$ cat config.mk
export PLATFORM = sky130hd
export DESIGN_NAME = hazard_forward_ctrl
export DESIGN_NICKNAME = d
export VERILOG_FILES = /design/src/rtl/hazard_pkg.sv /design/src/rtl/hazard_forward_ctrl_mc_scoreboard.sv /design/src/rtl/hazard_forward_ctrl.sv
export SDC_FILE = /design/constraint.sdc
export NUM_CORES = 1
export LEC_CHECK = 0
export ABC_AREA = 0
export CAP_MARGIN = 20
export CELL_PAD_IN_SITES_DETAIL_PLACEMENT = 0
export CELL_PAD_IN_SITES_GLOBAL_PLACEMENT = 1
export CORE_UTILIZATION = 26
export CTS_BUF_LIST = sky130_fd_sc_hd__clkbuf_8
export DETAILED_ROUTE_END_ITERATION = 6
export PLACE_DENSITY_LB_ADDON = 0.1
export SLEW_MARGIN = 20
export SYNTH_ARGS = -nofsm -noshare
export SYNTH_HDL_FRONTEND = slang
export SYNTH_HIERARCHICAL = 1
export SYNTH_SLANG_ARGS = --single-unit
$ cat constraint.sdc
create_clock -name clk -period 3.1 [get_ports clk]
set_clock_uncertainty 0.1 [all_clocks]
set_input_delay 0.31 -clock clk [delete_from_list [all_inputs] [get_ports clk]]
set_output_delay 0.31 -clock clk [all_outputs]
set_load 0.01 [all_outputs]
$ cat src/rtl/hazard_pkg.sv
// Shared types and sizing helpers for the RV32I forwarding / hazard control slice.
package hazard_pkg;

   localparam int RA_W_DEFAULT = 5;

   typedef enum logic [1:0] {
      IDLE,
      BUSY,
      WB
   } mc_state_t;

   // A zero-width select is never useful, so a single-stage pipe still gets one bit.
   function automatic int fwd_sel_w(input int num_stages);
      int w;
      w = $clog2(num_stages + 1);
      return (w < 1) ? 1 : w;
   endfunction

endpackage

$ cat src/rtl/hazard_forward_ctrl_mc_scoreboard.sv
// Tracks the single outstanding multi-cycle op: destination, remaining latency,
// and the one-cycle writeback slot.
module mc_scoreboard
   import hazard_pkg::*;
#(
   parameter int RA_W  = RA_W_DEFAULT,
   parameter int LAT_W = 4
) (
   input  logic             clk,
   input  logic             rst,
   input  logic             mc_issue,
   input  logic [RA_W-1:0]  mc_rd,
   input  logic [LAT_W-1:0] mc_latency,
   output mc_state_t        state,
   output logic [RA_W-1:0]  pend_rd,
   output logic             mc_busy,
   output logic             mc_wb_valid
);

   mc_state_t        state_next;
   logic [RA_W-1:0]  pend_rd_next;
   logic [LAT_W-1:0] countdown, countdown_next;

   always_ff @(posedge clk) begin
      if (rst) begin
         state     <= IDLE;
         pend_rd   <= '0;
         countdown <= '0;
      end else begin
         state     <= state_next;
         pend_rd   <= pend_rd_next;
         countdown <= countdown_next;
      end
   end

   // The issue cycle counts as the first latency cycle, so WB lands on cycle
   // 'latency' after issue; latency 1 still spends one cycle in BUSY.
   always_comb begin
      state_next     = state;
      pend_rd_next   = pend_rd;
      countdown_next = countdown;
      mc_busy        = 1'b0;
      mc_wb_valid    = 1'b0;
      case (state)
         IDLE: begin
            if (mc_issue) begin
               state_next     = BUSY;
               pend_rd_next   = mc_rd;
               countdown_next = (mc_latency == '0) ? LAT_W'(1) : mc_latency;
            end
         end
         BUSY: begin
            mc_busy        = 1'b1;
            countdown_next = countdown - 1'b1;
            if (countdown <= LAT_W'(2)) state_next = WB;
         end
         WB: begin
            mc_busy     = 1'b1;
            mc_wb_valid = 1'b1;
            if (mc_issue) begin
               state_next     = BUSY;
               pend_rd_next   = mc_rd;
               countdown_next = (mc_latency == '0) ? LAT_W'(1) : mc_latency;
            end else begin
               state_next = IDLE;
            end
         end
         default: state_next = IDLE;
      endcase
   end

   a_no_issue_while_busy: assert property (@(posedge clk) disable iff (rst)
      !(mc_issue && state == BUSY));

endmodule

$ cat src/rtl/hazard_forward_ctrl.sv
// EX operand forwarding selects, load-use / multi-cycle hazard stall, and a
// saturating stall-cycle counter for the RV32I pipeline.
module hazard_forward_ctrl
   import hazard_pkg::*;
#(
   parameter int NUM_SRC    = 2,
   parameter int NUM_STAGES = 2,
   parameter int RA_W       = RA_W_DEFAULT,
   parameter int LAT_W      = 4,
   parameter int CNT_W      = 32
) (
   input  logic                                     clk,
   input  logic                                     rst,
   input  logic [NUM_SRC*RA_W-1:0]                  id_ex_rs,
   input  logic [NUM_STAGES*RA_W-1:0]               stage_rd,
   input  logic [NUM_STAGES-1:0]                    stage_regwrite,
   input  logic [NUM_SRC*RA_W-1:0]                  if_id_rs,
   input  logic [NUM_SRC-1:0]                       if_id_rs_used,
   input  logic [RA_W-1:0]                          if_id_rd,
   input  logic                                     if_id_regwrite,
   input  logic                                     if_id_is_mc,
   input  logic [RA_W-1:0]                          id_ex_rd,
   input  logic                                     id_ex_memread,
   input  logic                                     mc_issue,
   input  logic [RA_W-1:0]                          mc_rd,
   input  logic [LAT_W-1:0]                         mc_latency,
   output logic [NUM_SRC*fwd_sel_w(NUM_STAGES)-1:0] forward_sel,
   output logic                                     stall,
   output logic                                     flush_id_ex,
   output logic                                     mc_busy,
   output logic                                     mc_wb_valid,
   output logic [CNT_W-1:0]                         stall_cycles
);

   localparam int SEL_W = fwd_sel_w(NUM_STAGES);

   mc_state_t        mc_state;
   logic [RA_W-1:0]  pend_rd;
   logic             sb_busy, sb_wb_valid;
   logic             load_use, raw_hit, waw_hit, struct_hit, mc_hazard, stall_raw;
   logic [CNT_W-1:0] stall_cnt;

   mc_scoreboard #(.RA_W(RA_W), .LAT_W(LAT_W)) u_scoreboard (
      .clk         (clk),
      .rst         (rst),
      .mc_issue    (mc_issue),
      .mc_rd       (mc_rd),
      .mc_latency  (mc_latency),
      .state       (mc_state),
      .pend_rd     (pend_rd),
      .mc_busy     (sb_busy),
      .mc_wb_valid (sb_wb_valid)
   );

   // Walk from the farthest stage inward so the nearest matching stage wins.
   for (genvar s = 0; s < NUM_SRC; s++) begin : g_fwd
      logic [RA_W-1:0]  rs;
      logic [SEL_W-1:0] sel;
      assign rs = id_ex_rs[s*RA_W +: RA_W];
      always_comb begin
         sel = '0;
         for (int k = NUM_STAGES - 1; k >= 0; k--) begin
            if (stage_regwrite[k] && stage_rd[k*RA_W +: RA_W] != '0 &&
                stage_rd[k*RA_W +: RA_W] == rs)
               sel = SEL_W'(k + 1);
         end
      end
      assign forward_sel[s*SEL_W +: SEL_W] = rst ? '0 : sel;
   end

   always_comb begin
      load_use = 1'b0;
      raw_hit  = 1'b0;
      for (int i = 0; i < NUM_SRC; i++) begin
         if (if_id_rs_used[i] && if_id_rs[i*RA_W +: RA_W] == id_ex_rd) load_use = 1'b1;
         if (if_id_rs_used[i] && if_id_rs[i*RA_W +: RA_W] == pend_rd)  raw_hit  = 1'b1;
      end
      load_use   = load_use && id_ex_memread && (id_ex_rd != '0);
      raw_hit    = raw_hit && (pend_rd != '0);
      waw_hit    = if_id_regwrite && (if_id_rd == pend_rd) && (pend_rd != '0);
      struct_hit = if_id_is_mc && (mc_state == BUSY);
      mc_hazard  = (mc_state != IDLE) && (raw_hit || waw_hit || struct_hit);
      stall_raw  = load_use || mc_hazard;
   end

   always_ff @(posedge clk) begin
      if (rst)
         stall_cnt <= '0;
      else if (stall_raw && stall_cnt != '1)
         stall_cnt <= stall_cnt + 1'b1;
   end

   // Every output is held low while reset is asserted, including mid-op state.
   assign stall        = stall_raw && !rst;
   assign flush_id_ex  = stall;
   assign mc_busy      = sb_busy && !rst;
   assign mc_wb_valid  = sb_wb_valid && !rst;
   assign stall_cycles = rst ? '0 : stall_cnt;

endmodule

==> results.sh, run 1 <==
export IMPL_power_density_nw_per_um2=289
export IMPL_drtIter0Drc=81
export IMPL_cpMaxStageDelayCell="clkdlybuf4s50_1"
export IMPL_antenna_found_initial=0
export IMPL_synth_seq_area_share_pct=27.9
export IMPL_num_vias=2989
export IMPL_outcome="finished clean"
export IMPL_synth_simple_area_share_pct=34.3
export IMPL_layout_drive_gt1_share_pct=10.8
export IMPL_layout_min_cycle_time_ps=2940
export IMPL_first_global_vias=2923
export IMPL_worstPathArrival_ps=2530
export IMPL_grt_usage_pct=14.0
export IMPL_syn2layout_area_growth_pct=40.6
export IMPL_grt_max_degree=42
export IMPL_routedWlPerCell_um=13.7
export IMPL_drtPass1Iterations=5
export IMPL_cts_root_buffer_cell="clkbuf_8"
export IMPL_clk_latency_ps=300
export IMPL_fin_crit_sh_pct=94.9
export IMPL_worst_pin_slew_ps=626
export IMPL_synth_most_common_cell="dfxtp_1"
export IMPL_p_leak_nw=1.58
export IMPL_htreeDepth=2
export IMPL_nNetsFinal=546
export IMPL_place_hpwl_um=6620
export IMPL_setup_tns_ps=0
export IMPL_initial_core_util_pct=26.9
export IMPL_cts_tree="done"
export IMPL_cts_sinks=43
export IMPL_worst_path_max_fanout=2
export IMPL_cp_required_ps=2690
export IMPL_clk_path_buf_depth=2
export IMPL_avgViaCountPerCell=4.80
export IMPL_clk_transition_reported_paths_ps=80
export IMPL_critPathKind="in2out"
export IMPL_slew_limit_headroom_pct=58.0
export IMPL_synth_enable_flop_cells=0
export IMPL_synth_top_cell_area_share_pct=27.9
export IMPL_numCtsBuffers=5
export IMPL_drc=0
export IMPL_grt_pass1_wl_um=14100
export IMPL_setup_violations=0
export IMPL_io_pins=99
export IMPL_crit_buf_inv=3
export IMPL_end_kind="primary output"
export IMPL_max_freq_mhz=340
export IMPL_path_cells="clkdlybuf4s50_1, xor2_1, nor4_2, and3_1, nor4_2, o21a_1, nor2_1, buf_4, clkdlybuf4s50_1"
export IMPL_hold_buffers=0
export IMPL_drt_total_wl_um=8550
export IMPL_die_x_um=111
export IMPL_overflow=0
export IMPL_cts_resized=0
export IMPL_hold_viol=0
export IMPL_synth_xor_area_share_pct=12.8
export IMPL_yosysTopAreaCell="dfxtp_1"
export IMPL_synth_compound_area_share_pct=6.81
export IMPL_dieArea_um2=12300
export IMPL_synth_common_cells="43 x dfxtp_1, 37 x nor2_1, 37 x nor2b_1"
export IMPL_coreArea_um2=11500
export IMPL_synthArstFlopShare_pct=0
export IMPL_synth_nets=445
export IMPL_syn_inst=378
export IMPL_rows=39
export IMPL_post_synth_fa_ha_maj_area_fraction_pct=3.24
export IMPL_ys_ff_latch=43
export IMPL_drv_slew=0
export IMPL_yosys_top_cells_area="dfxtp_1 28%, mux2_2 9.1%, nor2b_1 7.5%"
export IMPL_worstHoldPathType="reg2reg"
export IMPL_path_delay_family="buffers and inverters"
export IMPL_yosys_warnings=6
export IMPL_synth_mux_area_share_pct=10.9
export IMPL_irDropWorstVdd_v=0.000128
export IMPL_synth_top_family_by_area="simple AND/OR/NAND/NOR gates"
export IMPL_place_gp_congestion=0.823
export IMPL_ys_types=46
export IMPL_portBuffers=98
export IMPL_cts_setup_buffers=0
export IMPL_total_power_mw=1.26
export IMPL_cp_slowest_stage_delay_ps=530
export IMPL_worst_setup_path_start_kind="primary input"
export IMPL_ant_nets=0
export IMPL_antenna_diode_count=0
export IMPL_rsz0062_at_grt="false"
export IMPL_synth_area_per_cell_um2=8.16
export IMPL_synth_area_um2=3090
export IMPL_synth_ff_type="dfxtp_1"
export IMPL_die_y_um=111
export IMPL_drv_cap=0
final cells by class:
cell class              count  area [um2]
flip-flops and latches     43         861
clock buffers               5        68.8
well taps                 143         179
clock inverters             3        16.3
repair buffers            110        1070
fillers                  1205        7130
inverters                   9        33.8
multi-input cells         310        2110
stage by stage:
stage / setup WS (ps) / hold WS (ps) / cells / area [um2] / util, %
2_1_floorplan: 871 / 316 / 378 / 3090 / -
3_3_place_gp: 86.6 / 391 / 615 / 4240 / 37.0
3_5_place_dp: 108 / 393 / 615 / 4240 / 37.0
4_1_cts: 127 / 406 / 623 / 4320 / 37.7
5_1_grt: 10.6 / 449 / 623 / 4340 / 37.8
6_report: 157 / 406 / 623 / 4340 / 37.8
path summary, 6_finish.rpt:
| check | start | endpoint | slack (ps) | depth (start not counted) |
|---|---|---|---|---|
| hold reg to reg | u_scoreboard/countdown[3] | u_scoreboard/countdown[3] | 410 | 2 |
| hold / removal | u_scoreboard/countdown[3] | u_scoreboard/countdown[3] | 410 | 2 |
| setup reg to reg | stall_cnt[3] | stall_cnt[28] | 480 | 7 |
| setup / recovery | if_id_rs[3] | stall | 160 | 9 |
sequential cells by signal, indices dropped and copies added, names as in the netlist:
| register | flops |
|---|---|
| u_scoreboard/state | 2 |
| u_scoreboard/pend_rd | 5 |
| u_scoreboard/countdown | 4 |
| stall_cnt | 32 |
routing by layer:
metal  up-vias  GRT usage [%]  wire, um
li1       1534              -         -
met1      1358           18.0      4020
met2        92           23.4      3910
met3         5           3.34       542
met4         0           3.20        77
met5         -              0         0
cell families (layout without fill, tap and decap cells):
group                    after synthesis  count (layout)
AND/OR/NAND/NOR                      192             192
adder cells (fa/ha/maj)                8               8
multiplexers                          30              30
flip-flops                            43              43
XOR/XNOR                              45              45
AO/OA/AOI/OAI                         35              35
buffers and inverters                 25             127
worst min-delay path, stage by stage, from the launching register on:
cell	delay (ps)
dfxtp_1	330
o21ai_0	80
a21oi_1	60
placed cells by master, fill, tap and decap left out, types with 10 or more instances in the layout:
cell type	count
nor4_1	13
nand3_1	17
xor2_1	22
buf_4	12
xnor2_1	23
o21ai_0	10
mux2_2	25
nor2b_1	37
clkdlybuf4s50_1	97
a21oi_1	12
inv_1	10
nand2_1	24
dfxtp_1	43
nor2_1	37
nor3_1	16
power breakdown:
group	total, mW	switching [mW]	internal, mW
Sequential	0.588	0.0207	0.567
Clock	0.359	0.205	0.155
Combinational	0.308	0.143	0.165
Total	1.26	0.368	0.887
Note: power is estimated with default switching activity, not from simulation.
==> run 2: changes to the inputs <==
--- a/config.mk
+++ b/config.mk
@@ -5,7 +5,6 @@
 export SDC_FILE = /design/constraint.sdc
 export NUM_CORES = 1
 export LEC_CHECK = 0
-export ABC_AREA = 0
 export CAP_MARGIN = 20
 export CELL_PAD_IN_SITES_DETAIL_PLACEMENT = 0
 export CELL_PAD_IN_SITES_GLOBAL_PLACEMENT = 1
==> results of run 2 <==
Same layout as run 1: the final DEF is identical, and so are final timing and power.
